===== config.mk =====
export PLATFORM = sky130hd
export DESIGN_NAME = load_store_dmem_ctrl
export DESIGN_NICKNAME = d
export VERILOG_FILES = /design/src/rtl/load_store_dmem_ctrl.sv
export SDC_FILE = /design/constraint.sdc
export NUM_CORES = 1
export LEC_CHECK = 0
export CAP_MARGIN = 10
export CORE_MARGIN = 2
export CORE_UTILIZATION = 35
export DETAILED_ROUTE_END_ITERATION = 16
export PLACE_DENSITY_LB_ADDON = 0.1
export SLEW_MARGIN = 20
export SYNTH_ARGS = -nofsm -noshare
export SYNTH_HDL_FRONTEND = slang
export SYNTH_SLANG_ARGS = --single-unit

===== constraint.sdc =====
create_clock -name clk -period 1.74 [get_ports clk]
set_input_delay 0.261 -clock clk [delete_from_list [all_inputs] [get_ports clk]]
set_output_delay 0.261 -clock clk [all_outputs]
set_load 0.03 [all_outputs]

===== src/rtl/load_store_dmem_ctrl.sv =====
// Arbitrates the single dcache port between load RS requests and store-buffer drains.
// Optional perf counters are enabled by defining LSQ_DMEM_PERF_EN.
module load_store_dmem_ctrl #(
    parameter int LOAD_RS_DEPTH = 3,
    parameter int STARVE_MAX    = 4,
    parameter int STARVE_W      = 3
) (
    input  logic                     clk,
    input  logic                     rst,
    input  logic                     move_flush,
    input  logic                     dmem_r_rqst,
    input  logic [LOAD_RS_DEPTH-1:0] load_rs_dmem_idx_rqst,
    input  logic [31:0]              arbiter_load_rs_addr,
    input  logic [3:0]               arbiter_load_rs_rmask,
    input  logic                     store_buffer_w_rqst,
    input  logic                     store_buffer_full,
    input  logic [31:0]              store_buffer_head_addr,
    input  logic [3:0]               store_buffer_head_wmask,
    input  logic [31:0]              store_buffer_head_wdata,
    output logic                     store_buffer_pop,
    output logic                     load_rs_dmem_ready,
    output logic [LOAD_RS_DEPTH-1:0] load_rs_dmem_idx_executing,
    output logic [31:0]              dmem_addr,
    output logic [3:0]               dmem_rmask,
    output logic [3:0]               dmem_wmask,
    output logic [31:0]              dmem_wdata,
`ifdef LSQ_DMEM_PERF_EN
    output logic [31:0]              perf_load_cnt,
    output logic [31:0]              perf_store_cnt,
    output logic [31:0]              perf_flush_drop_cnt,
`endif
    input  logic                     dmem_resp
);

    typedef enum logic [1:0] {
        IDLE       = 2'd0,
        LOAD_WAIT  = 2'd1,
        STORE_WAIT = 2'd2,
        FLUSH_WAIT = 2'd3
    } state_t;

    localparam logic [STARVE_W-1:0] STARVE_LIMIT = STARVE_W'(STARVE_MAX);

    state_t                   state_r;
    logic [STARVE_W-1:0]      starve_cnt_r;
    logic [STARVE_W-1:0]      starve_cnt_next_s;
    logic [LOAD_RS_DEPTH-1:0] idx_r;
    logic [31:0]              addr_r;
    logic [3:0]               rmask_r;
    logic [3:0]               wmask_r;
    logic [31:0]              wdata_r;
    logic                     store_grant_s;
    logic                     load_grant_s;
    logic                     ready_s;
    logic                     pop_s;
    logic                     drop_s;

    // Grant decisions, completion pulses and starvation counter next value.
    always_comb begin
        store_grant_s     = 1'b0;
        load_grant_s      = 1'b0;
        starve_cnt_next_s = starve_cnt_r;
        if (state_r == IDLE) begin
            // Flush only blocks loads; a committed store may still go out.
            store_grant_s = store_buffer_w_rqst &&
                            (!dmem_r_rqst || store_buffer_full || (starve_cnt_r == STARVE_LIMIT));
            load_grant_s  = !store_grant_s && dmem_r_rqst && !move_flush;
        end else begin
            store_grant_s = 1'b0;
            load_grant_s  = 1'b0;
        end
        if (!store_buffer_w_rqst || store_grant_s) begin
            starve_cnt_next_s = {STARVE_W{1'b0}};
        end else if (load_grant_s && (starve_cnt_r != STARVE_LIMIT)) begin
            starve_cnt_next_s = starve_cnt_r + {{(STARVE_W-1){1'b0}}, 1'b1};
        end else begin
            starve_cnt_next_s = starve_cnt_r;
        end
        ready_s = !rst && (state_r == LOAD_WAIT) && dmem_resp && !move_flush;
        pop_s   = !rst && (state_r == STORE_WAIT) && dmem_resp;
        drop_s  = !rst && dmem_resp &&
                  ((state_r == FLUSH_WAIT) || ((state_r == LOAD_WAIT) && move_flush));
    end

    // Request sequencing FSM with holding registers that drive the dcache port.
    always_ff @(posedge clk) begin
        if (rst) begin
            state_r      <= IDLE;
            starve_cnt_r <= {STARVE_W{1'b0}};
            idx_r        <= {LOAD_RS_DEPTH{1'b0}};
            addr_r       <= 32'h0000_0000;
            rmask_r      <= 4'b0000;
            wmask_r      <= 4'b0000;
            wdata_r      <= 32'h0000_0000;
        end else begin
            starve_cnt_r <= starve_cnt_next_s;
            case (state_r)
                IDLE: begin
                    if (store_grant_s) begin
                        state_r <= STORE_WAIT;
                        addr_r  <= {store_buffer_head_addr[31:2], 2'b00};
                        rmask_r <= 4'b0000;
                        wmask_r <= store_buffer_head_wmask;
                        wdata_r <= store_buffer_head_wdata;
                    end else if (load_grant_s) begin
                        state_r <= LOAD_WAIT;
                        idx_r   <= load_rs_dmem_idx_rqst;
                        addr_r  <= {arbiter_load_rs_addr[31:2], 2'b00};
                        rmask_r <= arbiter_load_rs_rmask;
                        wmask_r <= 4'b0000;
                        wdata_r <= 32'h0000_0000;
                    end else begin
                        state_r <= IDLE;
                    end
                end
                LOAD_WAIT: begin
                    if (dmem_resp) begin
                        state_r <= IDLE;
                        addr_r  <= 32'h0000_0000;
                        rmask_r <= 4'b0000;
                        wmask_r <= 4'b0000;
                        wdata_r <= 32'h0000_0000;
                    end else if (move_flush) begin
                        state_r <= FLUSH_WAIT;
                    end else begin
                        state_r <= LOAD_WAIT;
                    end
                end
                STORE_WAIT, FLUSH_WAIT: begin
                    if (dmem_resp) begin
                        state_r <= IDLE;
                        addr_r  <= 32'h0000_0000;
                        rmask_r <= 4'b0000;
                        wmask_r <= 4'b0000;
                        wdata_r <= 32'h0000_0000;
                    end else begin
                        state_r <= state_r;
                    end
                end
                default: begin
                    state_r <= IDLE;
                end
            endcase
        end
    end

`ifdef LSQ_DMEM_PERF_EN
    logic [31:0] perf_load_r;
    logic [31:0] perf_store_r;
    logic [31:0] perf_drop_r;

    // Wrapping event counters for completed loads, pops and dropped responses.
    always_ff @(posedge clk) begin
        if (rst) begin
            perf_load_r  <= 32'd0;
            perf_store_r <= 32'd0;
            perf_drop_r  <= 32'd0;
        end else begin
            perf_load_r  <= perf_load_r  + {31'd0, ready_s};
            perf_store_r <= perf_store_r + {31'd0, pop_s};
            perf_drop_r  <= perf_drop_r  + {31'd0, drop_s};
        end
    end

    assign perf_load_cnt       = perf_load_r;
    assign perf_store_cnt      = perf_store_r;
    assign perf_flush_drop_cnt = perf_drop_r;
`else
    logic unused_drop_s;
    assign unused_drop_s = drop_s;
`endif

    assign load_rs_dmem_ready         = ready_s;
    assign load_rs_dmem_idx_executing = ready_s ? idx_r : {LOAD_RS_DEPTH{1'b0}};
    assign store_buffer_pop           = pop_s;
    assign dmem_addr                  = addr_r;
    assign dmem_rmask                 = rmask_r;
    assign dmem_wmask                 = wmask_r;
    assign dmem_wdata                 = wdata_r;

endmodule


==> results.yml, run 1 <==
floorplanning:
  initial_core_util_pct: 36.0
  io_pins: 191
  coreArea_um2: 9770
  dieArea_um2: 10900
  die_w_um: 104
  rows: 36
  fp.dieH_um: 104
worst_hold_path:
  worstHoldStart: "rst"
  hold_path.class: "in -> reg"
  whs_endpoint: "starve_cnt_r[0]$_SDFFE_PP0P_"
  hold_depth: 3
global_route:
  grt_pass1_wl_um: 18100
  gr-usage-all-layers_pct: 20.4
  grt_pass1_vias: 3687
  grt_max_degree: 42
  overflow: 0
  antenna_found_initial: 0
sta:
  hold_violations: 0
  fin_crit_sh_pct: 96.3
  relSlewSlack_pct: 55.8
  max_slew.worst_pin.slew_ps: 663
  finalSetupViolCount: 0
  whs_ps: 368
  max_freq_mhz: 597
  min_period_ps: 1680
  maxSlewViolCount: 0
  fin_ws_ps: 64.6
  skew_ps: 8.98
worst_setup_path:
  crit_required_ps: 1480
  rr_worst_depth: 8
  critPathMaxFanout: 4
  crit_path_cell_trace: "buf_6 -> nor2_4 -> nand4b_1 -> inv_2 -> and2_1 -> buf_6"
  reg2reg_from: "starve_cnt_r[0]$_SDFFE_PP0P_"
  r2r_end: "dmem_addr[11]$_SDFFE_PP0P_"
  cp_common_cell: "buf_6"
  critPathLaunchType: "flip-flop"
  slowest_stage: "dfxtp_2"
  critPathKind: "reg -> out"
  cp_slowest_stage_delay_ps: 330
  r2r_slack_ps: 70
  arrival_ps: 1410
  critPathCaptureType: "primary output"
  path_buf_inv: 3
  critPathTopFamily: "simple AND/OR/NAND/NOR gates"
layout:
  area.growth.synth_to_final_pct: 77.2
  fin_util_pct: 63.8
  n_antenna_cell: 0
  final_nets: 729
  stdcell_count: 751
  drive_above_1_share_pct: 14.6
cts:
  clkSinkCount: 78
  cts_max_level: 3
  cts-root-buf: "clkbuf_8"
  cts_tree: "built"
  clkTransAtPathRegs_ps: 90
  clk_latency_ps: 350
  cts_buffer_depth: 2
  cts_buffers: 9
synthesis:
  ys_ff_latch: 78
  syn_avg_cell_area_um2: 8.52
  synth_cell_types: 30
  ys_warn_count: 0
  ys.flop_type: "dfxtp_1"
  synth_area_leader_cell: "dfxtp_1"
  yosysSeqAreaShare_pct: 44.4
  synth_edf_count: 0
  synth.top_cells.by_count: "dfxtp_1, a21oi_1, nand3_1"
  synth_area_leaders: "dfxtp_1, mux2i_1, a21oi_1"
  yosysMostFrequentCell: "dfxtp_1"
  async_flop_share_pct: 0
  synth_top_cell_area_share_pct: 44.4
  syn_inst: 413
  syn_area_um2: 3520
routing:
  drc: 0
  antenna_left: 0
  wl_um: 11600
  wl_per_cell_um: 15.5
  initialDrtViolationCount: 141
  vias: 3795
  avgViaCountPerCell: 5.05
  dr.pass1.iters: 4
status:
  status: "complete, no violations"
placement:
  dp.cells: 720
  io_buffers: 184
  gp_congestion: 0.797
  dpl.hpwl_um: 7750
  dp_slack_ps: -358
pwr:
  power_density_nw_per_um2: 824
  leakagePower_nw: 2.35
  irDropWorstVdd_mv: 0.535
  finalPower_w: 0.00514
run:
  drv_cap: 0
## report_power, final
| group | internal, W | switching [W] |
|---|---|---|
| Sequential | 0.00193 | 0.0000750 |
| Clock | 0.000830 | 0.000723 |
| Combinational | 0.000791 | 0.000793 |
## per-stage QoR
stage | TNS, ps | instance area, um^2
6_report | 0 | 6240
5_1_grt | -13.7 | 6240
4_1_cts | -6.18 | 6020
3_5_place_dp | -22150 | 5660
3_3_place_gp | -17110 | 5660
2_1_floorplan | 0 | 3520
## sequential cells by signal, summed over array words and instances (netlist names)
| signal | cells |
|---|---|
| dmem_wdata | 32 |
| dmem_wmask | 4 |
| state_r | 2 |
| starve_cnt_r | 3 |
| dmem_rmask | 4 |
| dmem_addr | 30 |
| idx_r | 3 |
## how the worst max path moves through the flow
stage | startpoint | endpoint | slack (ps) | depth (start not counted)
6_report | state_r[1]$_SDFFE_PP0P_ | load_rs_dmem_idx_executing[0] | 60 | 6
5_1_grt | starve_cnt_r[0]$_SDFFE_PP0P_ | dmem_addr[19]$_SDFFE_PP0P_ | -6 | 8
4_1_cts | starve_cnt_r[0]$_SDFFE_PP0P_ | dmem_addr[29]$_SDFFE_PP0P_ | -3 | 8
2_1_floorplan | starve_cnt_r[0]$_SDFFE_PP0P_ | dmem_addr[15]$_SDFFE_PP0P_ | 10 | 8
3_5_place_dp | dmem_r_rqst | dmem_wdata[2]$_SDFFE_PP0P_ | -360 | 5
3_3_place_gp | dmem_r_rqst | dmem_wdata[1]$_SDFFE_PP0P_ | -290 | 5
## worst register-to-register path, delay by kind of cell (launching register included)
kind                       cells  cell delay [ps]
AOI/OAI and AO/OA              2              270
adders and majority gates      1              190
and+or+nand+nor                1              170
muxes                          1              210
buffers and inverters          3              370
DFF                            1              360
## timing repair
action | 4_1_cts | 5_1_grt
pin swaps | 6 | 21
resized for setup | 10 | 31
cloned | 3 | 4
hold buffers | 0 | 0
setup endpoints to repair | 51 | 71
setup buffers | 6 | 3
## cells by family (layout without fill, tap and decap cells)
kind of cell,count (synthesis),count (layout),synth area share (%)
simple gates,167,167,24.8
compound gates,91,93,15.6
flops,78,78,44.4
buf+inv,44,246,5.90
mux,30,30,8.53
fa+ha+maj,2,2,0.711
other cells,1,2,0.107
## placed cells by master (no fill, tap or decap), types with 4 or more instances in the layout
master,synthesis,final
nand3_1,43,43
inv_1,5,4
nand2b_1,32,32
dfxtp_1,78,74
buf_12,0,9
dfxtp_2,0,4
mux2i_2,0,6
a211oi_1,30,30
clkbuf_8,0,9
nor3_1,30,30
buf_6,0,9
o21ai_0,5,5
mux2i_1,30,24
buf_4,10,23
nand4_1,5,5
clkdlybuf4s50_1,0,175
nand2_1,39,38
a21oi_1,50,49
## area by class of cell
type / count / area [um^2]
clock inverters: 7 / 105
multi-input cells: 294 / 1880
flip-flops and latches: 78 / 1570
clock buffers: 9 / 124
inverters: 5 / 18.8
repair buffers: 225 / 2370
well taps: 133 / 166
fillers: 872 / 3540
## per-layer routing
layer | part of all wire [%] | track usage [%] | vias up
li1 | - | - | 1863
met5 | 0 | 0 | -
met1 | 42 | 24.4 | 1757
met4 | 2.0 | 6.76 | 0
met3 | 7.5 | 7.08 | 18
met2 | 49 | 34.1 | 157
No activity file was read; power rests on OpenSTA's default activity.
==> run 2, diff against run 1 <==
--- a/config.mk
+++ b/config.mk
@@ -8,6 +8,7 @@
 export CAP_MARGIN = 10
 export CORE_MARGIN = 2
 export CORE_UTILIZATION = 35
+export CTS_CLUSTER_DIAMETER = 150
 export DETAILED_ROUTE_END_ITERATION = 16
 export PLACE_DENSITY_LB_ADDON = 0.1
 export SLEW_MARGIN = 20
==> results of run 2 <==
Final layout, timing and power as in run 1 (identical DEF).
==> run 3, diff against run 2 <==
--- a/config.mk
+++ b/config.mk
@@ -7,7 +7,7 @@
 export LEC_CHECK = 0
 export CAP_MARGIN = 10
 export CORE_MARGIN = 2
-export CORE_UTILIZATION = 35
+export CORE_UTILIZATION = 30
 export CTS_CLUSTER_DIAMETER = 150
 export DETAILED_ROUTE_END_ITERATION = 16
 export PLACE_DENSITY_LB_ADDON = 0.1
==> constraint.sdc (replaced) <==
create_clock -name clk -period 2 [get_ports clk]
set_input_delay 0.3 -clock clk [delete_from_list [all_inputs] [get_ports clk]]
set_output_delay 0.3 -clock clk [all_outputs]
set_load 0.03 [all_outputs]
==> results.yml, run 3 (same netlist as run 1, synthesis figures left out) <==
worst_setup_path:
  critPathKind: "in -> out"
  cp_slowest_stage_delay_ps: 470
  crit_required_ps: 1700
  critPathCaptureType: "primary output"
  cp_common_cell: "buf_4"
  arrival_ps: 1590
  critPathTopFamily: "buffers and inverters"
  crit_path_cell_trace: "clkdlybuf4s50_1 -> buf_4 -> nor2_1 -> nand4b_1 -> inv_1 -> and2_1 -> buf_4"
  slowest_stage: "clkdlybuf4s50_1"
  critPathMaxFanout: 4
  critPathLaunchType: "input pin"
  path_buf_inv: 4
floorplanning:
  initial_core_util_pct: 30.8
  io_pins: 191
  die_w_um: 112
  coreArea_um2: 11400
  fp.dieH_um: 112
  dieArea_um2: 12600
  rows: 39
global_route:
  grt_pass1_vias: 3425
  antenna_found_initial: 0
  overflow: 0
  grt_max_degree: 42
  gr-usage-all-layers_pct: 16.8
  grt_pass1_wl_um: 17100
routing:
  wl_met3_um: 856
  initialDrtViolationCount: 197
  vias: 3586
  avgViaCountPerCell: 4.86
  route.met2.wl_um: 5150
  wl_met1_um: 4780
  wl_um: 10900
  antenna_left: 0
  wl_per_cell_um: 14.8
  drc: 0
  maxUsedRoutingLayer: "met4"
  dr.pass1.iters: 4
layout:
  fillCellCount: 1098
  area.growth.synth_to_final_pct: 68.0
  regArea_um2: 1560
  fin_util_pct: 51.8
  final_common_cell: "clkdlybuf4s50_1"
  drive_above_1_share_pct: 7.24
  largest_reg_flops: 32
  final_nets: 707
  multi_input_area_um2: 1800
  final_cell_mix: "clkdlybuf4s50_1, dfxtp_1, a21oi_1"
placement:
  gp_congestion: 0.749
  io_buffers: 184
  dp_slack_ps: -158
  dpl.hpwl_um: 7630
sta:
  tns_ps: 0
  rsz0062_at_grt: "false"
  fin_ws_ps: 111
  relSlewSlack_pct: 58.7
  hold_violations: 0
  skew_ps: 6.06
  finalSetupViolCount: 0
  max_slew.worst_pin.slew_ps: 618
  maxSlewViolCount: 0
  fin_crit_sh_pct: 94.5
  min_period_ps: 1890
  max_freq_mhz: 529
status:
  status: "complete, no violations"
run:
  drv_cap: 0
cts:
  cts_max_level: 3
  cts_buffers: 9
  ctsHoldBuffers: 0
  clk_latency_ps: 320
  cts_buffer_depth: 2
  cts_tree: "built"
  clkTransAtPathRegs_ps: 50
  clkSinkCount: 78
  cts-root-buf: "clkbuf_16"
pwr:
  p_clk_share_pct: 33.7
  comb_power_share_pct: 27.7
  p_int_w: 0.00323
  power_density_nw_per_um2: 765
  leakagePower_nw: 2.22
  power_frac_seq_pct: 38.5
  irDropWorstVdd_mv: 0.375
  swShare_pct: 28.5
  power.switching_w: 0.00129
worst_hold_path:
  hold_path.class: "in -> reg"
## run 3: layer usage
metal,vias up,GRT usage (%)
li1,1817,-
met1,1622,21.5
met2,136,27.2
met3,11,4.59
met4,0,6.10
met5,-,0
## run 3: path summary, 6_finish.rpt
check,cells after the start,from,endpoint,slack [ps]
max,7,move_flush,load_rs_dmem_idx_executing[0],110
min,3,rst,dmem_wdata[19]$_SDFFE_PP0P_,450
max reg2reg,7,state_r[0]$_SDFFE_PP0P_,dmem_addr[23]$_SDFFE_PP0P_,160
min reg2reg,2,dmem_wmask[3]$_SDFFE_PP0P_,dmem_wmask[3]$_SDFFE_PP0P_,460
## run 3: worst min-delay path: cells and delay by family
family	cells	cell delay, ps
buffers and inverters	2	370
AOI/OAI and AO/OA	1	60
## run 3: metrics by stage
stage               hold slack [ps]  area, um^2  power, W  cells
CTS                             436        5890   0.00458    736
global route                    455        5910   0.00474    737
floorplan                       440        3520   0.00242    414
detailed placement              455        5620   0.00303    722
finish                          452        5910   0.00452    738
global placement                449        5620   0.00302    722
## run 3: layout make-up
| class | instances | area share, % |
|---|---|---|
| diodes | 1 | 0.0423 |
| clock buffers | 12 | 4.00 |
| clock inverters | 2 | 0.592 |
| inverters | 5 | 0.317 |
| multi-input cells | 293 | 30.5 |
| flip-flops and latches | 78 | 26.4 |
| well taps | 143 | 3.03 |
| repair buffers | 204 | 35.1 |
## run 3: timing repair
| action | CTS | global route |
|---|---|---|
| gates resized for setup | 0 | 2 |
| cloned | 0 | 1 |
| endpoints found under the setup margin | 1 | 40 |
| pin swaps | 1 | 4 |
| setup buffers | 0 | 0 |
## run 3: power by group through the flow
stage	combinational [W]	sequential (W)	clock (W)
final	0.00125	0.00174	0.00153
after global routing	0.00134	0.00176	0.00164
after CTS	0.00126	0.00174	0.00158
after detailed placement	0.00125	0.00178	0
after global placement	0.00125	0.00177	0
after floorplan	0.000415	0.00201	0
